`src/rtl/pc_gen_if.sv`:
```
// Fetch-request channel between the program-counter generator and the IFU.
// The generator drives the address, its valid flag and the flush pulse;
// the IFU answers with ready.
interface pc_gen_if #(
    parameter int XLEN = 32
);
    logic            ifu_ready;
    logic            pc_valid;
    logic [XLEN-1:0] pc;
    logic            flush;

    modport master (
        input  ifu_ready,
        output pc_valid,
        output pc,
        output flush
    );

    modport slave (
        output ifu_ready,
        input  pc_valid,
        input  pc,
        input  flush
    );
endinterface

```
`src/rtl/pc_gen.sv`:
```
// Program-counter generator for the NPC core.
// Holds the fetch address, steps it by 4 on each accepted fetch and applies
// prioritised redirects (trap > mret > jalr > jal > br). A misaligned
// jump/branch target parks the unit in FAULT until a trap redirect arrives.
// All outputs come straight from registers.
module pc_gen #(
    parameter int              XLEN      = 32,
    parameter logic [XLEN-1:0] RESET_VEC = 32'h8000_0000,
    parameter int              IALIGN    = 32,
    parameter int              CNT_W     = 32
) (
    input  logic                    clk,
    input  logic                    rst,
    pc_gen_if.master                ifu,
    input  logic        [XLEN-1:0]  src_pc,
    input  logic signed [XLEN-1:0]  imm,
    input  logic        [XLEN-1:0]  rs1,
    input  logic        [XLEN-1:0]  mtvec,
    input  logic        [XLEN-1:0]  mepc,
    input  logic                    trap_en,
    input  logic                    mret_en,
    input  logic                    jalr_en,
    input  logic                    jal_en,
    input  logic                    br_en,
    output logic                    misalign,
    output logic        [XLEN-1:0]  bad_addr,
    output logic        [CNT_W-1:0] fetch_cnt
);

    typedef enum logic [1:0] {
        ST_BOOT  = 2'd0,
        ST_RUN   = 2'd1,
        ST_FAULT = 2'd2
    } state_t;

    // Base plus signed offset, wrapping modulo 2^XLEN.
    function automatic logic [XLEN-1:0] add_wrap(
        input logic        [XLEN-1:0] base,
        input logic signed [XLEN-1:0] off
    );
        return base + $unsigned(off);
    endfunction

    // jalr target: register plus offset with the low bit forced to zero.
    function automatic logic [XLEN-1:0] jalr_target(
        input logic        [XLEN-1:0] base,
        input logic signed [XLEN-1:0] off
    );
        return add_wrap(base, off) & ~XLEN'(1);
    endfunction

    // 16-bit alignment only cares about bit 0; 32-bit alignment about [1:0].
    function automatic logic is_misaligned(input logic [XLEN-1:0] addr);
        if (IALIGN == 16) begin
            return addr[0];
        end
        return |addr[1:0];
    endfunction

    // Registered state (stage p1) driving the outputs.
    state_t           state_p1;
    logic [XLEN-1:0]  pc_p1;
    logic             vld_p1;
    logic             flush_p1;
    logic             misalign_p1;
    logic [XLEN-1:0]  bad_addr_p1;
    logic [CNT_W-1:0] fetch_cnt_p1;

    // Combinational decode (stage p0).
    logic             redir_p0;
    logic             chk_p0;
    logic [XLEN-1:0]  tgt_p0;
    logic             fault_p0;

    // Next-state values computed from p0 decode and p1 state.
    state_t           state_nxt;
    logic [XLEN-1:0]  pc_nxt;
    logic             vld_nxt;
    logic             flush_nxt;
    logic             misalign_nxt;
    logic [XLEN-1:0]  bad_addr_nxt;
    logic [CNT_W-1:0] fetch_cnt_nxt;

    // ---- stage p0: pick the winning redirect and its target ----
    // Resolve redirect priority; only jump/branch targets get the alignment check.
    always_comb begin
        redir_p0 = 1'b1;
        chk_p0   = 1'b0;
        tgt_p0   = '0;
        if (trap_en) begin
            tgt_p0 = mtvec;
        end else if (mret_en) begin
            tgt_p0 = mepc;
        end else if (jalr_en) begin
            tgt_p0 = jalr_target(rs1, imm);
            chk_p0 = 1'b1;
        end else if (jal_en || br_en) begin
            tgt_p0 = add_wrap(src_pc, imm);
            chk_p0 = 1'b1;
        end else begin
            redir_p0 = 1'b0;
        end
    end

    // Flag a checked target that violates the instruction alignment.
    always_comb begin
        fault_p0 = chk_p0 && is_misaligned(tgt_p0);
    end

    // Next-state and next-output logic of the BOOT/RUN/FAULT controller.
    always_comb begin
        state_nxt     = state_p1;
        pc_nxt        = pc_p1;
        flush_nxt     = 1'b0;
        misalign_nxt  = 1'b0;
        bad_addr_nxt  = bad_addr_p1;
        fetch_cnt_nxt = fetch_cnt_p1;
        case (state_p1)
            ST_BOOT: begin
                // Redirects are not honoured before the first fetch is offered.
                state_nxt = ST_RUN;
            end
            ST_RUN: begin
                if (redir_p0) begin
                    // A redirect squashes any fetch accepted in the same cycle.
                    if (fault_p0) begin
                        misalign_nxt = 1'b1;
                        bad_addr_nxt = tgt_p0;
                        state_nxt    = ST_FAULT;
                    end else begin
                        pc_nxt    = tgt_p0;
                        flush_nxt = 1'b1;
                    end
                end else if (ifu.ifu_ready) begin
                    pc_nxt        = pc_p1 + XLEN'(4);
                    fetch_cnt_nxt = fetch_cnt_p1 + CNT_W'(1);
                end
            end
            ST_FAULT: begin
                // Parked: only the trap redirect gets the unit running again.
                if (trap_en) begin
                    pc_nxt    = mtvec;
                    flush_nxt = 1'b1;
                    state_nxt = ST_RUN;
                end
            end
            default: begin
                state_nxt = ST_BOOT;
            end
        endcase
        vld_nxt = (state_nxt == ST_RUN);
    end

    // ---- stage p1: registered state and outputs ----
    // Controller state register.
    always_ff @(posedge clk or negedge rst) begin
        if (!rst) begin
            state_p1 <= ST_BOOT;
        end else begin
            state_p1 <= state_nxt;
        end
    end

    // Fetch address, valid, pulses, fault address and fetch counter.
    always_ff @(posedge clk or negedge rst) begin
        if (!rst) begin
            pc_p1        <= RESET_VEC;
            vld_p1       <= 1'b0;
            flush_p1     <= 1'b0;
            misalign_p1  <= 1'b0;
            bad_addr_p1  <= '0;
            fetch_cnt_p1 <= '0;
        end else begin
            pc_p1        <= pc_nxt;
            vld_p1       <= vld_nxt;
            flush_p1     <= flush_nxt;
            misalign_p1  <= misalign_nxt;
            bad_addr_p1  <= bad_addr_nxt;
            fetch_cnt_p1 <= fetch_cnt_nxt;
        end
    end

    assign ifu.pc       = pc_p1;
    assign ifu.pc_valid = vld_p1;
    assign ifu.flush    = flush_p1;
    assign misalign     = misalign_p1;
    assign bad_addr     = bad_addr_p1;
    assign fetch_cnt    = fetch_cnt_p1;

endmodule

```
`src/flat_wrapper.sv`:
```
// flat-port wrapper written by rule: the top's interface ports become plain ports
module pc_gen_flat 
#(
    parameter int              XLEN      = 32,
    parameter logic [XLEN-1:0] RESET_VEC = 32'h8000_0000,
    parameter int              IALIGN    = 32,
    parameter int              CNT_W     = 32
)
  (clk, rst, src_pc, imm, rs1, mtvec, mepc, trap_en, mret_en, jalr_en, jal_en, br_en, misalign, bad_addr, fetch_cnt, ifu_ifu_ready, ifu_pc_valid, ifu_pc, ifu_flush);
  pc_gen_if #(.XLEN(XLEN)) ifu_i ();
  input  logic clk;
  input  logic rst;
  input  logic        [XLEN-1:0] src_pc;
  input  logic signed [XLEN-1:0] imm;
  input  logic        [XLEN-1:0] rs1;
  input  logic        [XLEN-1:0] mtvec;
  input  logic        [XLEN-1:0] mepc;
  input  logic trap_en;
  input  logic mret_en;
  input  logic jalr_en;
  input  logic jal_en;
  input  logic br_en;
  output logic misalign;
  output logic        [XLEN-1:0] bad_addr;
  output logic        [CNT_W-1:0] fetch_cnt;
  input wire logic [$bits(ifu_i.ifu_ready)-1:0] ifu_ifu_ready;
  output wire logic [$bits(ifu_i.pc_valid)-1:0] ifu_pc_valid;
  output wire logic [$bits(ifu_i.pc)-1:0] ifu_pc;
  output wire logic [$bits(ifu_i.flush)-1:0] ifu_flush;
  assign ifu_i.ifu_ready = ifu_ifu_ready;
  assign ifu_pc_valid = ifu_i.pc_valid;
  assign ifu_pc = ifu_i.pc;
  assign ifu_flush = ifu_i.flush;
  pc_gen #(.XLEN(XLEN), .RESET_VEC(RESET_VEC), .IALIGN(IALIGN), .CNT_W(CNT_W)) u_core (.clk(clk), .rst(rst), .ifu(ifu_i), .src_pc(src_pc), .imm(imm), .rs1(rs1), .mtvec(mtvec), .mepc(mepc), .trap_en(trap_en), .mret_en(mret_en), .jalr_en(jalr_en), .jal_en(jal_en), .br_en(br_en), .misalign(misalign), .bad_addr(bad_addr), .fetch_cnt(fetch_cnt));
endmodule
```
`config.mk`:
```
export PLATFORM = sky130hd
export DESIGN_NAME = pc_gen_flat
export DESIGN_NICKNAME = d
export VERILOG_FILES = /design/src/rtl/pc_gen_if.sv /design/src/rtl/pc_gen.sv /design/src/flat_wrapper.sv
export SDC_FILE = /design/constraint.sdc
export NUM_CORES = 1
export LEC_CHECK = 0
export CAP_MARGIN = 20
export CORE_MARGIN = 3
export CORE_UTILIZATION = 50
export CTS_CLUSTER_SIZE = 12
export DETAILED_ROUTE_END_ITERATION = 8
export PLACE_DENSITY = 0.85
export SLEW_MARGIN = 20
export SYNTH_ARGS = -nofsm -noshare
export SYNTH_HDL_FRONTEND = slang
export SYNTH_SLANG_ARGS = --single-unit
```
`constraint.sdc`:
```
create_clock -name clk -period 5.9 [get_ports clk]
set_input_delay 1.18 -clock clk [delete_from_list [all_inputs] [get_ports clk]]
set_output_delay 1.18 -clock clk [all_outputs]
set_load 0.02 [all_outputs]
```
* Word-level counts from Yosys, hierarchy flattened *
Index checks and enable logic that the tools add are counted.

word-level totals
  bits of input ports = 168
  register bits = 101
  logic and storage cells = 52
  output and inout bits = 99

cells by class
  muxes and demuxes = 26
  eq/ne operators = 6
  $add $sub $neg = 4
  reductions and logical operators = 8
  bitwise logic cells = 1

operators with widths
  cell                                                                     number
  32-bit 2-to-1 mux                                                        8
  32-bit adder                                                             2
  32-bit case mux with 2 select lines                                      1
  32-bit by 1-bit adder with 32-bit output, second input constant          1
  32-bit by 3-bit adder with 32-bit output, second input constant          1
  1-bit 2-to-1 mux                                                         12
  2-bit 2-to-1 mux                                                         3
  2-bit case mux with 3 select lines                                       1
  3-bit AND reduction                                                      2
  2-bit by 1-bit == test with 1-bit output, second input constant          2
  4-bit AND reduction                                                      1
  3-bit by 2-bit inequality test with 1-bit output, second input constant  1
  3-bit inequality test, second input constant                             1
  2-bit == test, second input constant                                     1
  2-bit zero test                                                          1
  2-bit inequality test, second input constant                             1
  1-bit case mux with 2 select lines                                       1
  2-bit nonzero test                                                       1
  2-bit OR reduction                                                       1
  1-bit logical AND                                                        1
  1-bit logical OR                                                         1
  1-bit NOT                                                                1

* Logic depth before layout (Yosys ltp) *
Gate-level depths: netlist of the first run.

  depth after elaboration = 11
  gate-level depth with buffers = 13
  mapped depth without buffers = 13

* Worst setup path after synthesis of the first run *
OpenSTA, ideal clock, no wires.

  kind = input port to flip-flop
  start point = input imm[0]
  end point = register u_core.pc_p1[28] (netlist: u_core.ifu.pc[28])
  buffers on the path = 0
  arrival = 3,507 ps
  stages on the path = 11
  library setup time = 134 ps
  data required time = 5,766 ps
  slack = 2,259 ps
  cells stage by stage = and2_1 -> fa_1 -> a21o_1 -> a31o_2 -> and3b_1 -> o211ai_1 -> and3_1 -> o21ai_1 -> a31o_2 -> a221oi_1 -> o31ai_1

between the ends
  word-level cells in the longest chain between the ends = 9
  elaborated cells on any way between the ends = 13
  those cells by class = add/sub (2); eq/ne (1); mux (7); reduce/logical (3)

RTL lines
  element                                 line                RTL
  start: declaration                      flat_wrapper.sv:14  input logic signed [XLEN-1:0] imm;
  32-bit adder                            pc_gen.sv:41        return base + $unsigned(off);
  32-bit 2-to-1 mux                       pc_gen.sv:97        end else if (jal_en || br_en) begin
  32-bit 2-to-1 mux (*)                   pc_gen.sv:94        end else if (jalr_en) begin
  32-bit 2-to-1 mux (*)                   pc_gen.sv:92        end else if (mret_en) begin
  32-bit 2-to-1 mux (*)                   pc_gen.sv:90        if (trap_en) begin
  2-bit OR reduction                      pc_gen.sv:57        return |addr[1:0];
  1-bit logical AND                       pc_gen.sv:107       fault_p0 = chk_p0 && is_misaligned(tgt_p0);
  3-bit inequality test (no source line)  n/a
  4-bit AND reduction (no source line)    n/a
  end signal: assignment                  pc_gen.sv:174       pc_p1 <= pc_nxt;
  end: declaration                        pc_gen.sv:62        logic [XLEN-1:0] pc_p1;

Mark *: on every way between the ends. The rest lies on a longest branch, timed or not. The select of a mux whose other input is x is not followed.
A chain may end at the register's enable or synchronous reset.

* Worst setup path in the final report of the first run *
  start point = input imm[0]
  end point = register u_core.pc_p1[27] (netlist: u_core.ifu.pc[27])

Same word-level chain as after synthesis.

==> results of run 1 <==
==> through the flow <==
step / utilization / instance area [um2] / hold WS, ns
after global placement: 0.678 / 11800 / 0.459
after floorplan: - / 8970 / 0.582
after detailed placement: 0.678 / 11800 / 0.459
after CTS: 0.698 / 12200 / 0.482
after global routing: 0.698 / 12200 / 0.515
final: 0.698 / 12200 / 0.481
==> registers in the layout, summed over array words and instances, names as in the netlist <==
name,cells
u_core.ifu.flush,1
u_core.ifu.pc_valid,1
u_core.ifu.pc,32
u_core.bad_addr,32
u_core.state_p1,2
u_core.fetch_cnt,32
u_core.misalign,1
==> cells in the final DEF, fill, tap and decap left out, types with 11 or more instances in the layout <==
master and instances:
a211oi_1 12, a21o_1 26, a21oi_1 104, a221oi_1 15, a22oi_1 15, and3_1 21, buf_4 15, clkdlybuf4s50_1 265
dfrtp_1 100, ha_1 67, inv_1 25, nand2_1 145, nand3_1 36, nand4_1 23, nor2_1 100, nor3_1 21
o21ai_0 102, o221ai_1 12, o22ai_1 11, xnor2_1 57, xor2_1 45
==> area by class of cell <==
cell class | count | share of cell area
sequential | 101 | 0.208
clock inverter | 7 | 0.00998
inverter | 27 | 0.00875
multi-input combinational | 951 | 0.504
timing repair buffer | 280 | 0.227
clock buffer | 9 | 0.0185
tap | 225 | 0.0232
==> worst reg2reg max path, cell delays in order (launching register included) <==
cell and delay [ns]:
dfrtp_1 0.41, inv_1 0.09, ha_1 0.22, inv_1 0.41, nor2_1 0.11, nand3b_1 0.21, a31oi_2 0.66, nand2_1 0.39
nor3_1 0.24, a221o_1 0.14
==> Yosys cell counts (3+ instances only) <==
cell        n  area, um2
a32oi_1     3       26.3
nand2_1   145        544
and4_1      4       35.0
a22oi_1    15        113
dfrtp_1   100       2500
and2_1      7       43.8
nand4_1    23        144
inv_1      25       93.8
clkbuf_1   45        169
nor2b_1     4       25.0
nand2b_1    5       31.3
a211oi_1   12       90.1
ha_1       67        838
xnor2_1    57        499
a21boi_0    3       22.5
a221oi_1   15        131
o31ai_1     6       45.0
buf_2       3       15.0
a21o_1     26        195
a31oi_1     8       50.1
nor3b_1     3       22.5
a31o_2      4       35.0
mux2i_1     3       30.0
o21ai_0   102        510
nor2_1    100        375
a21oi_1   104        521
o221ai_1   12        105
o21a_1     10       75.1
o211ai_1   10       75.1
a221o_1     4       40.0
xor2_1     45        394
and3_1     21        131
mux2_2      7       78.8
nand3_1    36        180
o21bai_1    4       30.0
nor3_1     21        105
or3_1       6       37.5
o22ai_1    11       68.8
==> logic make-up (layout without fill, tap and decap cells) <==
group                    Yosys count  count (layout)
AND/OR/NAND/NOR                  392             392
AO/OA/AOI/OAI                    378             378
XOR/XNOR                         102             102
flip-flops                       101             101
buffers and inverters             78             323
adder cells (fa/ha/maj)           69              69
multiplexers                      10              10
==> worst max path at each step <==
stage	startpoint	to	slack (ns)	depth (start not counted)
floorplan	imm[0]	u_core.ifu.pc[28]$_DFFE_PN0P_	2.26	11
global placement	imm[0]	u_core.ifu.pc[27]$_DFFE_PN0P_	1.25	13
detailed placement	imm[0]	u_core.ifu.pc[27]$_DFFE_PN0P_	1.16	13
CTS	imm[0]	u_core.ifu.pc[27]$_DFFE_PN0P_	1.54	13
global route	imm[0]	u_core.ifu.pc[27]$_DFFE_PN0P_	1.25	13
finish	imm[0]	u_core.ifu.pc[27]$_DFFE_PN0P_	1.45	13
==> per-layer routing <==
metal	up-vias	track usage
met3	64	0.0420
li1	4628	-
met2	518	0.501
met5	-	0
met1	4627	0.409
met4	0	0.0994
==> power by group through the flow <==
stage                     combinational [mW]  clock [mW]  sequential, mW
after floorplan                        0.984           0            1.41
after global placement                  2.13           0            1.19
after detailed placement                2.17           0            1.20
after CTS                               2.18       0.695            1.19
after global routing                    2.36       0.728            1.23
final                                   2.19       0.685            1.19
==> impl_metrics.toml, run 1 <==
[worst_hold_path]
hold_depth = 2
hp-start = "u_core.bad_addr[24]$_DFFE_PN0P_"
min_to = "u_core.bad_addr[24]$_DFFE_PN0P_"
min_path_type = "reg -> reg"

[clocking]
cts_tree = "yes"
clk_latency_ns = 0.34
cts-root-buf = "clkbuf_16"
cts-resized-gates = 0
cts_max_path_buffers = 2
clk_pin_slew_ns = 0.07
cts.hold.buffers_added = 0
htree_levels = 3
numCtsBuffers = 9
post-cts-setup-buffers = 0
cts.sink_count = 101

[critical_path]
cp_max_fo = 15
crit_path_start_kind = "input port"
critical_path_buf_inv_count = 2
path_class = "in -> reg"
cp_cell_sequence = "clkdlybuf4s50_1 -> ha_1 -> inv_1 -> fa_1 -> nor2_1 -> a221oi_1 -> nor3_1 -> a21oi_1 -> o31ai_1 -> a31oi_2 -> nand2_1 -> nor3_1 -> a221o_1"
cp.required_ns = 6.18
cp_slowest_stage_delay_ns = 0.70
cpLargestDelayFamily = "compound AO/OA/AOI/OAI gates"
r2r-end = "u_core.ifu.pc[27]$_DFFE_PN0P_"
arrival_ns = 4.73
reg2reg_from = "u_core.state_p1[0]$_DFF_PN0_"
r2r_cells = 9
rrSetupSlack_ns = 2.97
slowest_stage = "a31oi_2"
crit_top_cell = "nor3_1"
worst_setup_path_end_kind = "flip-flop"

[power_and_ir_drop]
ir_worst_vdd_uv = 243
power_density_nw_per_um2 = 335
sw_frac_of_total = 0.428
leakagePower_nw = 5.22
clkPwrFrac = 0.168
intPower_mw = 2.33
power_switching_mw = 1.74
p_comb_frac = 0.538
seq_power_share = 0.294
finalPower_mw = 4.07

[yosys]
syn_area_um2 = 8970
postSynthAreaPerCell_um2 = 7.94
ys_warn_count = 0
synthSimpleGateAreaFrac = 0.206
netlist-cell-type-count = 79
muxShareOfSynthArea = 0.0121
seq_area_frac_synth = 0.282
syn_nets = 1367
synth-compound-area-share = 0.267
synth_edf_count = 0
synthAdderAreaFrac = 0.0979
ys_async_sr_fraction = 1.00
synthesis.instances = 1130
yosys.area_share.xor_xnor = 0.0996
yosys_register_bits = 101
synth_ff_type = "dfrtp_1"
synth_top_family_by_area = "compound AO/OA/AOI/OAI gates"

[sta]
setup_ws_ns = 1.45
slew-limit-headroom = 0.425
clock.fmax_ghz = 0.225
hold_viol = 0
worstMarginPinSlew_ns = 0.862
setup_viol = 0
slew_viol_final = 0
clock_skew_ns = 0.00769
fin_crit_ns = 4.45
fin_setup_tns_ns = 0
rsz0062_at_grt = "false"
period_share = 0.754

[global_routing]
track_usage = 0.302
grt_pass1_wl_um = 48400
grt_max_degree = 52
grt_pass1_vias = 9338
overflow = 0
antenna_found_initial = 0

[outcome]
outcome = "finished clean"

[cells_and_area]
final_cells = 1600
drive_above_1_share = 0.0429
nNetsFinal = 1607
diodes = 0
seqCellArea_um2 = 2530
multi_input_area_um2 = 6130
syn2layout_area_growth_pct = 35.6
fillers = 1421

[route]
wirelength_um = 31000
wl_met3_um = 2550
viasPerCell = 6.15
top_layer_used = "met4"
remaining_drc_errors = 0
drt-initial-drc-count = 943
drt_first_pass_iters = 5
met1_length_um = 12900
wl_per_cell_um = 19.4
vias = 9837
wl_met2_um = 14600
antenna_left = 0

[run]
cap_violations = 0

[floorplanning]
die_x_um = 140
rows = 48
die_area_um2 = 19600
coreArea_um2 = 17400
fp.dieH_um = 140
ioPinCount = 267
initial_core_util = 0.515

[place]
dp_hpwl_um = 24900
numPlacedInstances = 1584
io_buffer_count = 266
place_congestion = 0.985
post-place-ws_ns = 1.16
Power figures use the tool's default switching activity.
==> run 2: changes to the inputs <==
--- a/config.mk
+++ b/config.mk
@@ -7,10 +7,10 @@
 export LEC_CHECK = 0
 export CAP_MARGIN = 20
 export CORE_MARGIN = 3
-export CORE_UTILIZATION = 50
+export CORE_UTILIZATION = 49
 export CTS_CLUSTER_SIZE = 12
 export DETAILED_ROUTE_END_ITERATION = 8
-export PLACE_DENSITY = 0.85
+export PLACE_DENSITY = 0.84
 export SLEW_MARGIN = 20
 export SYNTH_ARGS = -nofsm -noshare
 export SYNTH_HDL_FRONTEND = slang
==> constraint.sdc (replaced) <==
create_clock -name clk -period 4.4 [get_ports clk]
set_input_delay 0.88 -clock clk [delete_from_list [all_inputs] [get_ports clk]]
set_output_delay 0.88 -clock clk [all_outputs]
set_load 0.02 [all_outputs]
==> run 2 against run 1 <==
  * Combinational power grew 37%
  * Via count hardly changed
  * Wire length is 3.0% higher
  * Design area rose by 0.52%
  * Largest cell class unchanged
  * Sequential share of layout area is 0.11 points lower
  * Non-clock buffer count is 11 higher
  * Critical path depth fell by 1
  * Largest power group unchanged
  * Utilization shrank 0.35 points
  * Critical path type unchanged
  * Register-to-register slack got worse by 1.4 ns
  * Worst hold slack improved by 0.0040 ns
  * Sequential cell count unchanged
  * Total power rose by 34%
==> impl_metrics.toml, run 2 (synthesized netlist as in run 1, its figures left out) <==
[sta]
clock_skew_ns = 0.00499
hold_viol = 0
setup_viol = 0
period_share = 0.896
rsz0062_at_grt = "false"
worstMarginPinSlew_ns = 0.606
fin_setup_tns_ns = 0
clock.fmax_ghz = 0.254
slew-limit-headroom = 0.591
fin_crit_ns = 3.94
slew_viol_final = 0

[cells_and_area]
syn2layout_area_growth_pct = 36.3
stdcell_area_um2 = 12200
diodes = 0
final_common_cell = "clkdlybuf4s50_1"
fillers = 1464
drive_above_1_share = 0.0491
nNetsFinal = 1618
final_cell_mix = "clkdlybuf4s50_1, nand2_1, a21oi_1, o21ai_0"

[global_routing]
grt_pass1_wl_um = 50000
overflow = 0
grt_pass1_vias = 9528
track_usage = 0.310
antenna_found_initial = 1
grt_max_degree = 48

[worst_hold_path]
min_path_type = "reg -> reg"
hold_depth = 1
hp-start = "u_core.fetch_cnt[31]$_DFFE_PN0P_"
min_to = "u_core.fetch_cnt[31]$_DFFE_PN0P_"

[clocking]
post-cts-setup-buffers = 0
cts-resized-gates = 0
cts.hold.buffers_added = 0
cts.sink_count = 101
clk_pin_slew_ns = 0.06
htree_levels = 3
numCtsBuffers = 9
cts_tree = "yes"
cts_max_path_buffers = 2
clk_latency_ns = 0.35
cts-root-buf = "clkbuf_16"

[critical_path]
reg2reg_from = "u_core.state_p1[1]$_DFF_PN0_"
cpLargestDelayFamily = "compound AO/OA/AOI/OAI gates"
critical_path_buf_inv_count = 1
cp.depth = 12
crit_path_start_kind = "input port"
cp_max_fo = 7
cp_slowest_stage_delay_ns = 0.45
path_class = "in -> reg"
r2r_cells = 9
worst_setup_path_end_kind = "flip-flop"
cp.required_ns = 4.63
slowest_stage = "a221oi_1"
cp_cell_sequence = "clkdlybuf4s50_1 -> ha_1 -> nand4_1 -> o221ai_1 -> a31oi_1 -> a211oi_1 -> o2111ai_1 -> o211ai_1 -> xor2_1 -> a221oi_1 -> nor3_1 -> a221o_1"
rrSetupSlack_ns = 1.56
r2r-end = "u_core.fetch_cnt[26]$_DFFE_PN0P_"
arrival_ns = 4.17

[outcome]
outcome = "finished clean"

[place]
dp_hpwl_um = 25500
placed_area_um2 = 11900
place_congestion = 0.931
io_buffer_count = 266

[route]
antenna_left = 0
vias = 9838
drt-initial-drc-count = 947
viasPerCell = 6.11
wl_per_cell_um = 19.8
wirelength_um = 31900
remaining_drc_errors = 0
drt_first_pass_iters = 5

[power_and_ir_drop]
finalPower_mw = 5.46
leakagePower_nw = 5.26
power_density_nw_per_um2 = 446
ir_worst_vdd_uv = 326

[floorplanning]
ioPinCount = 267
coreArea_um2 = 17600
die_x_um = 141
initial_core_util = 0.510
fp.dieH_um = 141
die_area_um2 = 20000
rows = 48

[run]
cap_violations = 0
[run 2: cell count changes in the layout (fill, tap and decap cells not counted), sizes merged]
| cell | change |
|---|---|
| inv | -2 |
| bufinv | -1 |
| clkbuf | +2 |
| clkinvlp | +1 |
| clkinv | -1 |
| buf | +11 |
[run 2: report_power, final]
group	total (mW)	internal, mW	switching (mW)
Sequential	1.61	1.26	0.354
Combinational	2.99	1.34	1.65
Clock	0.856	0.510	0.346
[run 2: worst reg2reg max path, delay by kind of cell, from the launching register on]
| family | cells | cell delay (ns) |
|---|---|---|
| fa+ha+maj | 1 | 0.31 |
| flops | 1 | 0.41 |
| xor+xnor | 1 | 0.15 |
| buf+inv | 1 | 0.10 |
| simple gates | 6 | 1.81 |
[run 2: final cells by class]
cell class	count	area, um2	share of cell area
clock buffer	11	243	0.0199
clock inverter	4	72.6	0.00594
inverter	27	106	0.00870
multi-input combinational	951	6130	0.502
sequential	101	2530	0.207
tap	225	282	0.0230
timing repair buffer	291	2860	0.234
[run 2: worst max path at each step]
stage	startpoint	end	slack (ns)
finish	imm[14]	u_core.ifu.pc[27]$_DFFE_PN0P_	0.46
global route	imm[14]	u_core.ifu.pc[27]$_DFFE_PN0P_	0.19
CTS	imm[0]	u_core.ifu.pc[28]$_DFFE_PN0P_	0.51
detailed placement	imm[0]	u_core.ifu.pc[28]$_DFFE_PN0P_	0.13
global placement	imm[14]	u_core.ifu.pc[27]$_DFFE_PN0P_	0.25
floorplan	imm[0]	u_core.ifu.pc[28]$_DFFE_PN0P_	1.06
[run 2: through the flow]
step,instances,utilization,worst slack (ns),hold WS (ns)
final,1610,0.695,0.459,0.485
after detailed placement,1595,0.677,0.130,0.473
after CTS,1610,0.695,0.514,0.488
after global placement,1595,0.677,0.250,0.462
after floorplan,1130,-,1.06,0.582
after global routing,1610,0.695,0.190,0.498
[run 2: layer usage]
metal / up-vias / global-route usage / share of wire
met5: - / 0 / 0.00041
met4: 2 / 0.0959 / 0.025
met3: 62 / 0.0404 / 0.082
met2: 525 / 0.510 / 0.47
met1: 4597 / 0.427 / 0.42
li1: 4652 / - / -
==> run 3: changes to the inputs <==
--- a/config.mk
+++ b/config.mk
@@ -7,10 +7,11 @@
 export LEC_CHECK = 0
 export CAP_MARGIN = 20
 export CORE_MARGIN = 3
-export CORE_UTILIZATION = 49
+export CORE_UTILIZATION = 50
 export CTS_CLUSTER_SIZE = 12
 export DETAILED_ROUTE_END_ITERATION = 8
-export PLACE_DENSITY = 0.84
+export DONT_BUFFER_PORTS = 1
+export PLACE_DENSITY = 0.66
 export SLEW_MARGIN = 20
 export SYNTH_ARGS = -nofsm -noshare
 export SYNTH_HDL_FRONTEND = slang
==> constraint.sdc (replaced) <==
create_clock -name clk -period 4.4 [get_ports clk]
set_input_delay 1.1 -clock clk [delete_from_list [all_inputs] [get_ports clk]]
set_output_delay 1.1 -clock clk [all_outputs]
set_load 0.02 [all_outputs]
==> run 3 against run 2 <==
  * Clock power up 2%
  * Sequential power up 27%
  * Sequential share of layout area up 5.9 points
  * Wire length down 9.1%
  * Total power down 15%
  * First-iteration DRC count down 35%
  * Register-to-register slack about the same
  * Largest power group is now sequential cells
  * Largest cell class unchanged
  * Critical path depth down 1
  * Utilization down 15 points
  * Sequential cell count unchanged
  * Design area down 22%
==> impl_metrics.toml, run 3 (synthesized netlist as in run 1, its figures left out) <==
[route]
antenna_left = 0
viasPerCell = 6.37
vias = 8508
remaining_drc_errors = 0
wl_per_cell_um = 21.7
wirelength_um = 29000
drt-initial-drc-count = 616
drt_first_pass_iters = 5

[sta]
clock.fmax_ghz = 0.271
slew-limit-headroom = 0.508
hold_viol = 0
period_share = 0.839
rsz0062_at_grt = "false"
fin_setup_tns_ns = 0
hold_slack_ns = 0.445
setup_viol = 0
slew_viol_final = 0
fin_crit_ns = 3.69
clock_skew_ns = 0.00680
worstMarginPinSlew_ns = 0.737

[critical_path]
slowest_stage = "a221oi_1"
cp_cell_sequence = "and2_1 -> fa_1 -> a21o_1 -> a31o_2 -> and3b_1 -> o211ai_1 -> and3_1 -> o21ai_1 -> a31o_2 -> a221oi_1 -> o31ai_1"
crit_path_start_kind = "input port"
worst_setup_path_end_kind = "flip-flop"
cp_max_fo = 3
cp.required_ns = 4.62
cp_slowest_stage_delay_ns = 0.47
rrSetupSlack_ns = 1.56
reg2reg_from = "u_core.ifu.pc[2]$_DFFE_PN0P_"
r2r-end = "u_core.ifu.pc[30]$_DFFE_PN0P_"
arrival_ns = 3.91
crit_top_cell = "a31o_2"
r2r_cells = 10
path_class = "in -> reg"

[clocking]
cts-root-buf = "clkbuf_16"
cts_tree = "yes"
htree_levels = 3
cts.sink_count = 101
post-cts-setup-buffers = 0
numCtsBuffers = 9
cts_max_path_buffers = 2
cts.hold.buffers_added = 0
clk_latency_ns = 0.35
cts-resized-gates = 0
clk_pin_slew_ns = 0.07

[floorplanning]
ioPinCount = 267
rows = 48
die_x_um = 140
initial_core_util = 0.515
fp.dieH_um = 140
die_area_um2 = 19600
coreArea_um2 = 17400

[global_routing]
grt_pass1_vias = 8298
antenna_found_initial = 4
grt_pass1_wl_um = 45500
overflow = 0
track_usage = 0.287
grt_max_degree = 102

[cells_and_area]
final_cells = 1336
drive_above_1_share = 0.0505
final_cell_mix = "nand2_1, a21oi_1, o21ai_0, nor2_1, dfrtp_1"
syn2layout_area_growth_pct = 5.92
nNetsFinal = 1341
final_common_cell = "nand2_1"

[power_and_ir_drop]
ir_worst_vdd_uv = 289
power_density_nw_per_um2 = 490
power_switching_mw = 2.16
clkPwrFrac = 0.188
finalPower_mw = 4.65
sw_frac_of_total = 0.465
leakagePower_nw = 4.19
intPower_mw = 2.49
p_comb_frac = 0.374
seq_power_share = 0.439

[place]
place_congestion = 0.939
io_buffer_count = 0
dp_hpwl_um = 23200
numPlacedInstances = 1318

[run]
cap_violations = 0

[outcome]
outcome = "finished clean"

[worst_hold_path]
min_path_type = "in -> async"
## run 3: worst max-delay path, delay by kind of cell
family                   cells  cell delay (ns)
AO/OA/AOI/OAI                7             1.77
adder cells (fa/ha/maj)      1             0.40
AND/OR/NAND/NOR              3             0.63
## run 3: per-layer routing
layer | share of wire | vias to the layer above | GRT usage
li1 | - | 4089 | -
met1 | 0.44 | 3998 | 0.393
met2 | 0.45 | 353 | 0.447
met3 | 0.078 | 64 | 0.0580
met4 | 0.034 | 4 | 0.109
met5 | 0.00097 | - | 0
## run 3: power by group through the flow
stage          Sequential, mW  Combinational [mW]  Clock [mW]
6_report                 2.04                1.74       0.873
5_1_grt                  2.08                1.96       0.926
4_1_cts                  2.04                1.72       0.887
3_5_place_dp             2.05                1.71           0
3_3_place_gp             2.05                1.69           0
2_1_floorplan            1.89                1.32           0
## run 3: how the worst max path moves through the flow
stage	from	end	depth (start not counted)
floorplan	imm[0]	u_core.ifu.pc[28]$_DFFE_PN0P_	11
finish	imm[0]	u_core.ifu.pc[28]$_DFFE_PN0P_	11
detailed placement	imm[0]	u_core.ifu.pc[28]$_DFFE_PN0P_	11
global route	imm[14]	u_core.ifu.pc[27]$_DFFE_PN0P_	11
global placement	imm[0]	u_core.ifu.pc[28]$_DFFE_PN0P_	11
CTS	imm[0]	u_core.ifu.pc[28]$_DFFE_PN0P_	11
## run 3: area by class of cell
class	instances	area [um2]
flip-flops and latches	101	2530
repair buffers	14	118
clock buffers	13	260
fillers	1644	7920
clock inverters	3	67.6
inverters	27	106
well taps	225	282
multi-input cells	951	6130
diodes	2	5.00
## run 3: through the flow
| step | instance area, um2 | worst slack [ns] | util |
|---|---|---|---|
| 6_report | 9500 | 0.709 | 0.545 |
| 5_1_grt | 9500 | 0.404 | 0.545 |
| 4_1_cts | 9490 | 0.750 | 0.545 |
| 3_5_place_dp | 9170 | 0.389 | 0.526 |
| 3_3_place_gp | 9170 | 0.451 | 0.526 |
| 2_1_floorplan | 8970 | 0.839 | - |
==> RTL edit 1 (config.mk and constraints of run 1) <==
`bad_addr_p1` no longer has a reset.
--- a/src/rtl/pc_gen.sv
+++ b/src/rtl/pc_gen.sv
@@ -168,16 +168,18 @@
             vld_p1       <= 1'b0;
             flush_p1     <= 1'b0;
             misalign_p1  <= 1'b0;
-            bad_addr_p1  <= '0;
             fetch_cnt_p1 <= '0;
         end else begin
             pc_p1        <= pc_nxt;
             vld_p1       <= vld_nxt;
             flush_p1     <= flush_nxt;
             misalign_p1  <= misalign_nxt;
-            bad_addr_p1  <= bad_addr_nxt;
             fetch_cnt_p1 <= fetch_cnt_nxt;
         end
+    end
+
+    always_ff @(posedge clk) begin
+        bad_addr_p1 <= bad_addr_nxt;
     end
 
     assign ifu.pc       = pc_p1;
Formal check against the unedited RTL: differs if rst is asserted again (counterexample within 4 cycles, from zero or initial values and one cycle with rst low); with rst held inactive, the same outputs for 4 cycles.
==> RTL edit 1 against run 1 <==
Synthesized area up 2.9%; worst setup slack better by 160 ps; sequential cell count unchanged; first-iteration DRC count up 34%; wire length up 6.3%; sequential power down 8%; via count up 2.7%; power down 12%; clock skew up 3.4 ps; final area up 1.5%.
==> RTL edit 1: results (changes against run 1) <==
.. list-table::
   :header-rows: 1

   * - Metric
     - Value
   * - Net Sw Frac
     - 43.7% (was 42.8%)
   * - Routed wire length on met2
     - 15.3 mm (was 14.6 mm)
   * - Status
     - complete, no violations (unchanged)
   * - Final net count
     - 1585 (was 1607)
   * - Parity-gate share of the synthesized area counting xor and xnor cells
     - 9.40% (was 9.96%)
   * - Met3 wire length
     - 3.20 mm (was 2.55 mm)
   * - Highest net fanout along the worst path
     - 7 (was 15)
   * - Average via count per standard cell
     - 6.38 (was 6.15)
   * - Syn_nets
     - 1345 (was 1367)
   * - Placement-stage worst setup slack
     - 1340 ps (was 1160 ps)
   * - Top cells by instance count after synthesis
     - sky130_fd_sc_hd__nand2_1 (115), sky130_fd_sc_hd__a21oi_1 (86), sky130_fd_sc_hd__nor2_1 (86) (was sky130_fd_sc_hd__nand2_1 (145), sky130_fd_sc_hd__a21oi_1 (104), sky130_fd_sc_hd__o21ai_0 (102))
   * - Average wire length per cell after detail routing
     - 20.8 um (was 19.4 um)
   * - Mux cell area share after synthesis
     - 0.597% (was 1.21%)
   * - Met3 track demand over resource in global routing
     - 4.04% (was 4.20%)
   * - Synth unique cells
     - 83 (was 79)
   * - Antenna violations before repair
     - 1 (was 0)
   * - Via count of the first global-routing pass
     - 9468 (was 9338)
   * - Post-synthesis average cell area
     - 8.33 um^2 (was 7.94 um^2)
   * - Crit. Startpoint
     - imm[4] (was imm[0])
   * - Post-synth EDFFs
     - 32 (was 0)
   * - Top post-synthesis cells by area
     - sky130_fd_sc_hd__dfrtp_1 (18%), sky130_fd_sc_hd__edfxtp_1 (10%), sky130_fd_sc_hd__ha_1 (9.1%), sky130_fd_sc_hd__xnor2_1 (6.5%), sky130_fd_sc_hd__nand2_1 (4.7%) (was sky130_fd_sc_hd__dfrtp_1 (28%), sky130_fd_sc_hd__ha_1 (9.3%), sky130_fd_sc_hd__nand2_1 (6.1%), sky130_fd_sc_hd__a21oi_1 (5.8%), sky130_fd_sc_hd__o21ai_0 (5.7%))
   * - Overall global routing resource usage
     - 31.5% (was 30.2%)
   * - Register area share after synthesis
     - 29.1% (was 28.2%)
   * - Placer Congestion
     - 0.937 (was 0.985)
   * - Routed met1 length
     - 13.1 mm (was 12.9 mm)
   * - Worst-case clock skew
     - 11.1 ps (was 7.69 ps)
   * - Dpl cell area
     - 12100 um^2 (was 11800 um^2)
   * - Minimum period implied by the final worst setup slack
     - 4290 ps (was 4450 ps)
   * - Transition at the pin with the smallest max-transition slack
     - 1010 ps (was 862 ps)
   * - Layout cells sized above 1
     - 4.07% (was 4.29%)
   * - Largest stage delay on the critical path
     - 570 ps (was 700 ps)
   * - GR Util met2
     - 51.9% (was 50.1%)
   * - Arrival time at the worst endpoint
     - 4370 ps (was 4730 ps)
   * - Wire length of the first global-routing pass
     - 50.7 mm (was 48.4 mm)
   * - Detailed Route WL
     - 32.9 mm (was 31.0 mm)
   * - IR Drop Worst-Case VDD
     - 263 uV (was 243 uV)
==> RTL edit 1: cell count changes after synthesis, sizes merged, moves of 10 or more <==
cell           run 1  this run
buf                5        15
xnor2             57        69
edfxtp             0        32
xor2              45        30
nand2            146       115
clkbuf            46        33
nor2             100        88
a21oi            104        88
dfrtp            100        68
o21ai            105        79
nand2b             5        17
o22ai             11        23
==> RTL edit 1: worst paths after layout <==
| path | end | depth (start not counted) |
|---|---|---|
| worst min register to register | u_core.fetch_cnt[31] | 1 |
| min in group asynchronous | u_core.fetch_cnt[27] | 2 |
| worst max register to register | u_core.ifu.pc[31] | 7 |
| max in group asynchronous | u_core.fetch_cnt[30] | 2 |
| worst min-delay path | u_core.fetch_cnt[31] | 1 |
| worst max-delay path | u_core.bad_addr[31] | 11 |
==> RTL edit 1: cell families after synthesis <==
logic type               Yosys count
AO/OA/AOI/OAI                    394
multiplexers                       5
buffers and inverters             82
adder cells (fa/ha/maj)           69
flip-flops                       101
AND/OR/NAND/NOR                  358
XOR/XNOR                          99
==> RTL edit 1: layout make-up <==
class	count	area, um^2	share of cell area, %
antenna	1	2.50	0.0203
clock buffer	11	243	1.97
clock inverter	5	41.3	0.334
inverter	34	128	1.03
multi-input combinational	925	6220	50.4
sequential	101	2690	21.8
tap	229	287	2.32
timing repair buffer	277	2740	22.2
==> RTL edit 1: power groups by stage <==
stage | sequential [uW] | combinational [uW] | clock (uW)
floorplan | 1220 | 987 | 0
global route | 1110 | 2050 | 611
global placement | 1090 | 1830 | 0
detailed placement | 1100 | 1860 | 0
CTS | 1090 | 1880 | 583
finish | 1090 | 1910 | 584
==> RTL edit 2 (flow settings as in run 1) <==
Made on the original files. `IALIGN` is set to 32 in 2 places; all go to 16.
--- a/src/rtl/pc_gen.sv
+++ b/src/rtl/pc_gen.sv
@@ -6,7 +6,7 @@
 module pc_gen #(
     parameter int              XLEN      = 32,
     parameter logic [XLEN-1:0] RESET_VEC = 32'h8000_0000,
-    parameter int              IALIGN    = 32,
+    parameter int              IALIGN    = 16,
     parameter int              CNT_W     = 32
 ) (
     input  logic                    clk,
--- a/src/flat_wrapper.sv
+++ b/src/flat_wrapper.sv
@@ -3,7 +3,7 @@
 #(
     parameter int              XLEN      = 32,
     parameter logic [XLEN-1:0] RESET_VEC = 32'h8000_0000,
-    parameter int              IALIGN    = 32,
+    parameter int              IALIGN    = 16,
     parameter int              CNT_W     = 32
 )
   (clk, rst, src_pc, imm, rs1, mtvec, mepc, trap_en, mret_en, jalr_en, jal_en, br_en, misalign, bad_addr, fetch_cnt, ifu_ifu_ready, ifu_pc_valid, ifu_pc, ifu_flush);
Check against the original RTL: not equivalent (a bounded check fails within 4 cycles, from zero or initial values and one cycle with rst low).
==> RTL edit 2 against run 1 <==
Sequential cell count unchanged; hold slack worse by 7.6 ps; worst setup slack better by 180 ps; wire length up 9.5%; synthesized cell count up 2.8%; final area up 3.0%; global-route usage up 2.3 points; die area up 4.2%; power down 0.90%; critical endpoint is now u_core.ifu.pc[25]; cell count up 2.1%; sequential share of layout area down 0.60 points; synthesized area up 4.4%; critical path type unchanged.
==> RTL edit 2: results (changes against run 1) <==
.. list-table::
   :header-rows: 1

   * - Metric
     - Value
   * - Arrival time at the worst endpoint
     - 4470 ps (was 4730 ps)
   * - Synth unique cells
     - 86 (was 79)
   * - Placement-stage worst setup slack
     - 1360 ps (was 1160 ps)
   * - Largest stage delay on the critical path
     - 530 ps (was 700 ps)
   * - Overall global routing resource usage
     - 32.6% (was 30.2%)
   * - Average via count per standard cell
     - 6.35 (was 6.15)
   * - Placer Congestion
     - 1.06 (was 0.985)
   * - Transition at the pin with the smallest max-transition slack
     - 840 ps (was 862 ps)
   * - Highest net fanout along the worst path
     - 4 (was 15)
   * - Placed cells
     - 1617 (was 1584)
   * - Worst-case clock skew
     - 11.5 ps (was 7.69 ps)
   * - Met3 wire length
     - 3.02 mm (was 2.55 mm)
   * - Post-synthesis average cell area
     - 8.06 um^2 (was 7.94 um^2)
   * - Routed met1 length
     - 13.8 mm (was 12.9 mm)
   * - Top post-synthesis cells by area
     - sky130_fd_sc_hd__dfrtp_1 (27%), sky130_fd_sc_hd__ha_1 (9.0%), sky130_fd_sc_hd__xnor2_1 (6.3%), sky130_fd_sc_hd__nand2_1 (5.9%), sky130_fd_sc_hd__a21oi_1 (5.0%) (was sky130_fd_sc_hd__dfrtp_1 (28%), sky130_fd_sc_hd__ha_1 (9.3%), sky130_fd_sc_hd__nand2_1 (6.1%), sky130_fd_sc_hd__a21oi_1 (5.8%), sky130_fd_sc_hd__o21ai_0 (5.7%))
   * - Syn_nets
     - 1399 (was 1367)
   * - Average wire length per cell after detail routing
     - 20.8 um (was 19.4 um)
   * - Number of violations reported at the end of detailed-routing iteration 0
     - 1220 (was 943)
   * - Filler cells
     - 1509 (was 1421)
   * - Via count of the first global-routing pass
     - 10.1k (was 9338)
   * - Highest metal used
     - met5 (was met4)
   * - Routed wire length on met2
     - 15.9 mm (was 14.6 mm)
   * - GR Util met2
     - 54.5% (was 50.1%)
   * - Status
     - complete, no violations (unchanged)
   * - Pin count of the biggest net entering global routing
     - 60 (was 52)
   * - Crit-path slowest cell
     - sky130_fd_sc_hd__a221oi_1 (was sky130_fd_sc_hd__a31oi_2)
   * - Layout cells sized above 1
     - 4.84% (was 4.29%)
   * - Placed wire-length estimate after detailed placement
     - 27.0 mm (was 24.9 mm)
   * - Dpl cell area
     - 12200 um^2 (was 11800 um^2)
   * - Leakage power total
     - 0.00520 uW (was 0.00522 uW)
   * - Top cells by instance count after synthesis
     - sky130_fd_sc_hd__nand2_1 (148), sky130_fd_sc_hd__dfrtp_1 (100), sky130_fd_sc_hd__a21oi_1 (94) (was sky130_fd_sc_hd__nand2_1 (145), sky130_fd_sc_hd__a21oi_1 (104), sky130_fd_sc_hd__o21ai_0 (102))
   * - H-tree level count
     - 3 (unchanged)
   * - IR Drop Worst-Case VDD
     - 184 uV (was 243 uV)
   * - Met3 track demand over resource in global routing
     - 5.12% (was 4.20%)
-- RTL edit 2: cells by family (layout without fill, tap and decap cells) --
| logic type | count (synthesis) | after routing | synth area share, % |
|---|---|---|---|
| flip-flops | 101 | 101 | 27.0 |
| multiplexers | 11 | 11 | 1.27 |
| AO/OA/AOI/OAI | 382 | 382 | 27.3 |
| XOR/XNOR | 106 | 106 | 9.92 |
| adder cells (fa/ha/maj) | 69 | 69 | 9.38 |
| AND/OR/NAND/NOR | 407 | 407 | 21.1 |
| buffers and inverters | 86 | 328 | 4.06 |
-- RTL edit 2: final timing paths --
kind / end / cells after the start / startpoint / slack [ps]
worst max-delay path: u_core.ifu.pc[25] / 11 / imm[1] / 1630
worst min-delay path: u_core.bad_addr[0] / 1 / u_core.bad_addr[0] / 470
worst max register to register: u_core.fetch_cnt[28] / 11 / u_core.state_p1[1] / 3100
worst min register to register: u_core.bad_addr[0] / 1 / u_core.bad_addr[0] / 470
max in group asynchronous: u_core.ifu.pc[6] / 2 / rst / 3910
min in group asynchronous: u_core.fetch_cnt[29] / 1 / rst / 820
-- RTL edit 2: power by group --
group / internal (uW) / switching [uW] / leakage, uW / total [uW]
combinational: 953 / 1180 / 0.00375 / 2130
clock: 431 / 277 / 0.000171 / 708
sequential: 929 / 265 / 0.00128 / 1190
total: 2310 / 1720 / 0.00520 / 4030
-- RTL edit 2: layout make-up --
class | count | area, um^2 | area share [%]
Timing Repair Buffer | 282 | 2780 | 22.2
Sequential cell | 101 | 2530 | 20.2
Multi-Input combinational cell | 975 | 6460 | 51.6
Inverter | 30 | 113 | 0.899
Clock inverter | 6 | 118 | 0.939
Tap cell | 229 | 287 | 2.29
Clock buffer | 10 | 239 | 1.91
